$ cat src/rtl/ctrl_muldiv_seq.sv
// Multi-cycle shift-add multiplier / restoring divider that stalls the pipeline.
// Define MULDIV_SIGNED_EN for two's-complement operands with a FIX sign pass.
module ctrl_muldiv_seq #(
   parameter int WIDTH = 16
) (
   input  logic               clk,
   input  logic               rst,
   input  logic               start,
   input  logic               op,
   input  logic [WIDTH-1:0]   a,
   input  logic [WIDTH-1:0]   b,
   input  logic               halt_sys,
   input  logic               flush,
   output logic               stall,
   output logic               busy,
   output logic               done,
   output logic [2*WIDTH-1:0] result,
   output logic               div0,
   output logic               overflow
);

   localparam int W  = WIDTH;
   localparam int CW = $clog2(WIDTH + 1);
   localparam logic [CW-1:0]  LAST   = CW'(WIDTH - 1);
   localparam logic [CW-1:0]  ONE_C  = CW'(1);
   localparam logic [W-1:0]   ONE_W  = W'(1);
   localparam logic [2*W-1:0] ONE_2W = (2*W)'(1);

`ifdef MULDIV_SIGNED_EN
   typedef enum logic [1:0] {IDLE, CALC, FIX, DONE} state_t;
`else
   typedef enum logic [1:0] {IDLE, CALC, DONE} state_t;
`endif

   state_t         state_q, state_d;
   logic [CW-1:0]  count_q, count_d;
   logic [2*W-1:0] acc_q, acc_d;
   logic [W-1:0]   b_q, b_d;
   logic           op_q, op_d;
   logic [2*W-1:0] result_q, result_d;
   logic           done_q, done_d;
   logic           busy_q, busy_d;
   logic           div0_q, div0_d;
   logic           ovf_q, ovf_d;

   logic [W-1:0]   a_mag, b_mag;
   logic [W:0]     mul_sum;
   logic [2*W-1:0] mul_nxt;
   logic [W:0]     rem_sh;
   logic [W+1:0]   div_diff;
   logic [2*W-1:0] div_nxt;
   logic [2*W-1:0] acc_nxt;

`ifdef MULDIV_SIGNED_EN
   logic           sign_q_q, sign_q_d;
   logic           sign_r_q, sign_r_d;
   logic [2*W-1:0] prod_f;
   logic [W-1:0]   hi_f, lo_f;
   logic           fix_ovf;

   assign a_mag = a[W-1] ? (~a + ONE_W) : a;
   assign b_mag = b[W-1] ? (~b + ONE_W) : b;

   // Quotient/product take sign_q, remainder takes the dividend sign.
   always_comb begin
      prod_f  = sign_q_q ? (~acc_q + ONE_2W) : acc_q;
      hi_f    = prod_f[2*W-1:W];
      lo_f    = prod_f[W-1:0];
      fix_ovf = (hi_f != {W{lo_f[W-1]}});
      if (op_q) begin
         hi_f    = sign_r_q ? (~acc_q[2*W-1:W] + ONE_W) : acc_q[2*W-1:W];
         lo_f    = sign_q_q ? (~acc_q[W-1:0] + ONE_W) : acc_q[W-1:0];
         fix_ovf = ~sign_q_q & acc_q[W-1];
      end
   end
`else
   assign a_mag = a;
   assign b_mag = b;
`endif

   always_comb begin
      mul_sum  = {1'b0, acc_q[2*W-1:W]} + {1'b0, (acc_q[0] ? b_q : '0)};
      mul_nxt  = {mul_sum, acc_q[W-1:1]};
      rem_sh   = acc_q[2*W-1:W-1];
      div_diff = {1'b0, rem_sh} - {2'b00, b_q};
      div_nxt  = div_diff[W+1] ? {rem_sh[W-1:0], acc_q[W-2:0], 1'b0}
                               : {div_diff[W-1:0], acc_q[W-2:0], 1'b1};
      acc_nxt  = op_q ? div_nxt : mul_nxt;
   end

   always_comb begin
      state_d  = state_q;
      count_d  = count_q;
      acc_d    = acc_q;
      b_d      = b_q;
      op_d     = op_q;
      result_d = result_q;
      done_d   = 1'b0;
      div0_d   = div0_q;
      ovf_d    = ovf_q;
`ifdef MULDIV_SIGNED_EN
      sign_q_d = sign_q_q;
      sign_r_d = sign_r_q;
`endif
      if (flush) begin
         state_d = IDLE;
      end else if (halt_sys) begin
         done_d = done_q;
      end else begin
         unique case (state_q)
            IDLE: begin
               if (start) begin
                  op_d    = op;
                  count_d = '0;
                  b_d     = b_mag;
                  acc_d   = {{W{1'b0}}, a_mag};
`ifdef MULDIV_SIGNED_EN
                  sign_q_d = a[W-1] ^ b[W-1];
                  sign_r_d = a[W-1];
`endif
                  if (op && (b == '0)) begin
                     state_d  = DONE;
                     done_d   = 1'b1;
                     result_d = {a, {W{1'b1}}};
                     div0_d   = 1'b1;
                     ovf_d    = 1'b0;
                  end else begin
                     state_d = CALC;
                  end
               end
            end
            CALC: begin
               count_d = count_q + ONE_C;
               acc_d   = acc_nxt;
               if (count_q == LAST) begin
`ifdef MULDIV_SIGNED_EN
                  state_d = FIX;
`else
                  state_d  = DONE;
                  done_d   = 1'b1;
                  result_d = acc_nxt;
                  div0_d   = 1'b0;
                  ovf_d    = ~op_q & (acc_nxt[2*W-1:W] != '0);
`endif
               end
            end
`ifdef MULDIV_SIGNED_EN
            FIX: begin
               state_d  = DONE;
               done_d   = 1'b1;
               result_d = {hi_f, lo_f};
               div0_d   = 1'b0;
               ovf_d    = fix_ovf;
            end
`endif
            DONE: state_d = IDLE;
            default: state_d = IDLE;
         endcase
      end
      busy_d = (state_d != IDLE);
   end

   always_ff @(posedge clk or posedge rst) begin
      if (rst) begin
         state_q  <= IDLE;
         count_q  <= '0;
         acc_q    <= '0;
         b_q      <= '0;
         op_q     <= 1'b0;
         result_q <= '0;
         done_q   <= 1'b0;
         busy_q   <= 1'b0;
         div0_q   <= 1'b0;
         ovf_q    <= 1'b0;
`ifdef MULDIV_SIGNED_EN
         sign_q_q <= 1'b0;
         sign_r_q <= 1'b0;
`endif
      end else begin
         state_q  <= state_d;
         count_q  <= count_d;
         acc_q    <= acc_d;
         b_q      <= b_d;
         op_q     <= op_d;
         result_q <= result_d;
         done_q   <= done_d;
         busy_q   <= busy_d;
         div0_q   <= div0_d;
         ovf_q    <= ovf_d;
`ifdef MULDIV_SIGNED_EN
         sign_q_q <= sign_q_d;
         sign_r_q <= sign_r_d;
`endif
      end
   end

   // Stall in the issue cycle so stage one holds the operands.
   assign stall = ((state_q == IDLE) & start & ~flush)
                | (state_q == CALC)
`ifdef MULDIV_SIGNED_EN
                | (state_q == FIX)
`endif
                ;

   assign busy     = busy_q;
   assign done     = done_q;
   assign result   = result_q;
   assign div0     = div0_q;
   assign overflow = ovf_q;

endmodule

$ cat config.mk
export PLATFORM = sky130hd
export DESIGN_NAME = ctrl_muldiv_seq
export DESIGN_NICKNAME = d
export VERILOG_FILES = /design/src/rtl/ctrl_muldiv_seq.sv
export SDC_FILE = /design/constraint.sdc
export NUM_CORES = 1
export LEC_CHECK = 0
export CAP_MARGIN = 20
export CORE_MARGIN = 4
export CORE_UTILIZATION = 46
export DETAILED_ROUTE_END_ITERATION = 6
export PLACE_DENSITY_LB_ADDON = 0.2
export SKIP_LAST_GASP = 1
export SLEW_MARGIN = 20
export SYNTH_ARGS = -nofsm -noshare
export SYNTH_HDL_FRONTEND = slang
export SYNTH_SLANG_ARGS = --single-unit
$ cat constraint.sdc
create_clock -name clk -period 3.75 [get_ports clk]
set_input_delay 0.75 -clock clk [delete_from_list [all_inputs] [get_ports clk]]
set_output_delay 0.75 -clock clk [all_outputs]
set_load 0.005 [all_outputs]
==> impl_metrics.toml <==
[run_status]
status = "completed"

[yosys]
synth_cell_types = 65
synth-seq-cells = 92
synth_area_leader_cell = "dfrtp_1"
yosys_warnings = 0
synth.area.top_cells = "dfrtp_1 38%, ha_1 7.1%, nand2_1 5.4%"
muxShareOfSynthArea_pct = 5.599
yosys.area_share.simple_pct = 18.21
synth_edf_count = 0
synth_cells = 679
synth_ff_type = "dfrtp_1"
synth-seq-area-share_pct = 38.16
synthArstFlopShare_pct = 100.0
synth_compound_area_share_pct = 22.92
synth_top_area_share_pct = 38.16
synth_xor_area_share_pct = 2.903
avgSynthCellArea_um2 = 8.886
synth_common_cells = "92 x dfrtp_1, 87 x nand2_1, 55 x nor2_1"
synth_top_family_by_area = "compound AO/OA/AOI/OAI gates"
syn_nets = 753
yosysMostFrequentCell = "dfrtp_1"
synthAdderAreaFrac_pct = 7.715
syn_area_mm2 = 0.006033

[cts]
clk_path_buf_depth = 2
cts.sinks = 92
cts_buffers = 9
cts_tree = "done"
clkTransAtPathRegs_ps = 70
h-tree-depth = 3
hold_buffers = 0
worstSkewPairLatency_ps = 350
cts_root_buf = "clkbuf_16"

[critical_path]
critPathMostFrequentCell = "a21oi_1"
worstPathRequired_ps = 3980
startpoint_type = "flop"
worst-path-buf-inv = 1
cpPeakStageDelay_ps = 630
rrSetupSlack_ps = 380
critPathCaptureType = "flop"
crit_fanout = 18
path_cells = "and2_1 -> ha_1 -> inv_1 -> fa_1 -> nand2b_1 -> a21oi_1 -> o311ai_1 -> a21oi_1 -> nor2_1 -> xor2_1 -> mux2i_1 -> nor4b_1 -> a31oi_1"
critPathSlowestCell = "dfrtp_1"
cp_top_family = "simple AND/OR/NAND/NOR gates"
crit_type = "flop to flop"
worstPathArrival_ps = 3600

[power_and_ir_drop]
leakagePower_nw = 3.314
ir_drop_mv = 0.2390
pwr_density_cell_mw_per_mm2 = 541.1
p_total_mw = 3.913

[drt]
drtIter0Drc = 437
wire_per_inst_um = 17.02
vias = 5305
drcViolationCount = 0
firstDrtPassIters = 5
drtAntennaViolNets = 0
vias_per_cell = 5.804
routed_wl_um = 15560

[global_route]
grt_pass1_wl_um = 25860
grt_max_degree = 64
grt_usage_pct = 21.71
antenna_found_initial = 0
grt-ovfl-total = 0
grt_pass1_vias = 5120

[final_layout]
antennaDiodeCount = 0
fin_cells = 914
multi_input_area_mm2 = 0.003485
finish.instance_area_mm2 = 0.007231
fillers = 1184
area_delta_synth_final_pct = 19.85
drive_above_1_share_pct = 8.491
seqCellArea_mm2 = 0.002303
utilization_pct = 56.84
fin_nets = 811

[timing]
setup_tns_ps = 0
skew_ps = 5.623
hold_viol_final = 0
slew_viol_final = 0
holdWs_ps = 476.6
slew_headroom_pct = 36.67
fin_crit_sh_pct = 89.91
setup_viol = 0
fin_ws_ps = 378.2
fin_crit_ps = 3372
rsz0062_at_grt = "false"
worst_pin_slew_ps = 949.9
timing.fmax_mhz = 296.6

[place]
port_buffers = 74
hpwl_um = 11720
dp_cells = 898
placed_area_mm2 = 0.006945
post-place-ws_ps = 62.88
routabilityCongestion = 0.9050

[floorplan]
io_pins = 75
die_w_um = 122.5
dieHeight_um = 122.5
die-area_mm2 = 0.01501
rows = 41
start_util_pct = 47.42
coreArea_mm2 = 0.01272

[min_path]
hold_class = "flop to flop"

[run]
max-cap-violations = 0
==> path summary, 6_finish.rpt <==
| check | from | endpoint | cells after the start |
|---|---|---|---|
| setup / recovery | acc_q[0] | overflow | 13 |
| hold / removal | result[17] | result[17] | 1 |
| setup reg to reg | acc_q[0] | overflow | 13 |
| hold reg to reg | result[17] | result[17] | 1 |
| max in group asynchronous | rst | result[0] | 3 |
| min in group asynchronous | rst | result[3] | 2 |
==> per-layer routing <==
layer	track usage [%]	wire length, µm	vias to the layer above	part of all wire [%]
li1	-	-	2570	-
met1	30.17	7148	2566	46
met2	34.90	7309	149	47
met3	3.641	870	20	5.6
met4	6.578	230	0	1.5
met5	0	0	-	0
==> repair_timing <==
action                                 4_1_cts  5_1_grt
resized for setup                            0        1
setup endpoints to repair                    0        1
endpoints found under the hold margin        0        0
buffers inserted                             0        0
==> cell type report <==
| class | instances | area share, % |
|---|---|---|
| clock buffer | 10 | 3.305 |
| multi-input combinational | 522 | 48.19 |
| sequential | 92 | 31.86 |
| clock inverter | 6 | 0.6402 |
| tap | 172 | 2.976 |
| timing repair buffer | 86 | 11.66 |
| inverter | 26 | 1.367 |
==> kinds of logic after synthesis <==
logic type / after synthesis
XOR/XNOR: 20
multiplexers: 31
adder cells (fa/ha/maj): 36
AO/OA/AOI/OAI: 206
flip-flops: 92
buffers and inverters: 65
AND/OR/NAND/NOR: 229
==> flip-flops by register name, indices dropped and copies added (netlist names) <==
signal / cells
state_q: 2
count_q: 5
done: 1
busy: 1
overflow: 1
result: 32
acc_q: 32
div0: 1
b_q: 16
op_q: 1
==> worst register-to-register path, stage by stage, from the launching register on <==
cell and delay, ps:
dfrtp_1 630, and2_1 210, ha_1 200, inv_1 80
fa_1 410, nand2b_1 190, a21oi_1 200, o311ai_1 170
a21oi_1 190, nor2_1 90, xor2_1 170, mux2i_1 180
nor4b_1 410, a31oi_1 130
==> power by group <==
group | internal (mW) | switching [mW]
Combinational | 0.789 | 0.798
Sequential | 1.22 | 0.227
Clock | 0.472 | 0.411
==> placed cells by master, fill, tap and decap left out, types with 10 or more instances in the layout <==
| cell type | netlist | routed |
|---|---|---|
| dfrtp_1 | 92 | 91 |
| nand2_1 | 87 | 87 |
| clkdlybuf4s50_1 | 0 | 74 |
| nor2_1 | 55 | 55 |
| o21ai_0 | 47 | 47 |
| ha_1 | 34 | 34 |
| a21oi_1 | 32 | 32 |
| a211oi_1 | 26 | 26 |
| inv_1 | 26 | 25 |
| o31ai_1 | 22 | 22 |
| mux2_2 | 21 | 21 |
| and2_1 | 17 | 17 |
| a21o_1 | 16 | 16 |
| nor2b_1 | 17 | 16 |
| xor2_1 | 11 | 11 |
| buf_4 | 1 | 11 |
| a31oi_1 | 10 | 10 |
Power figures use the tool's default switching activity.
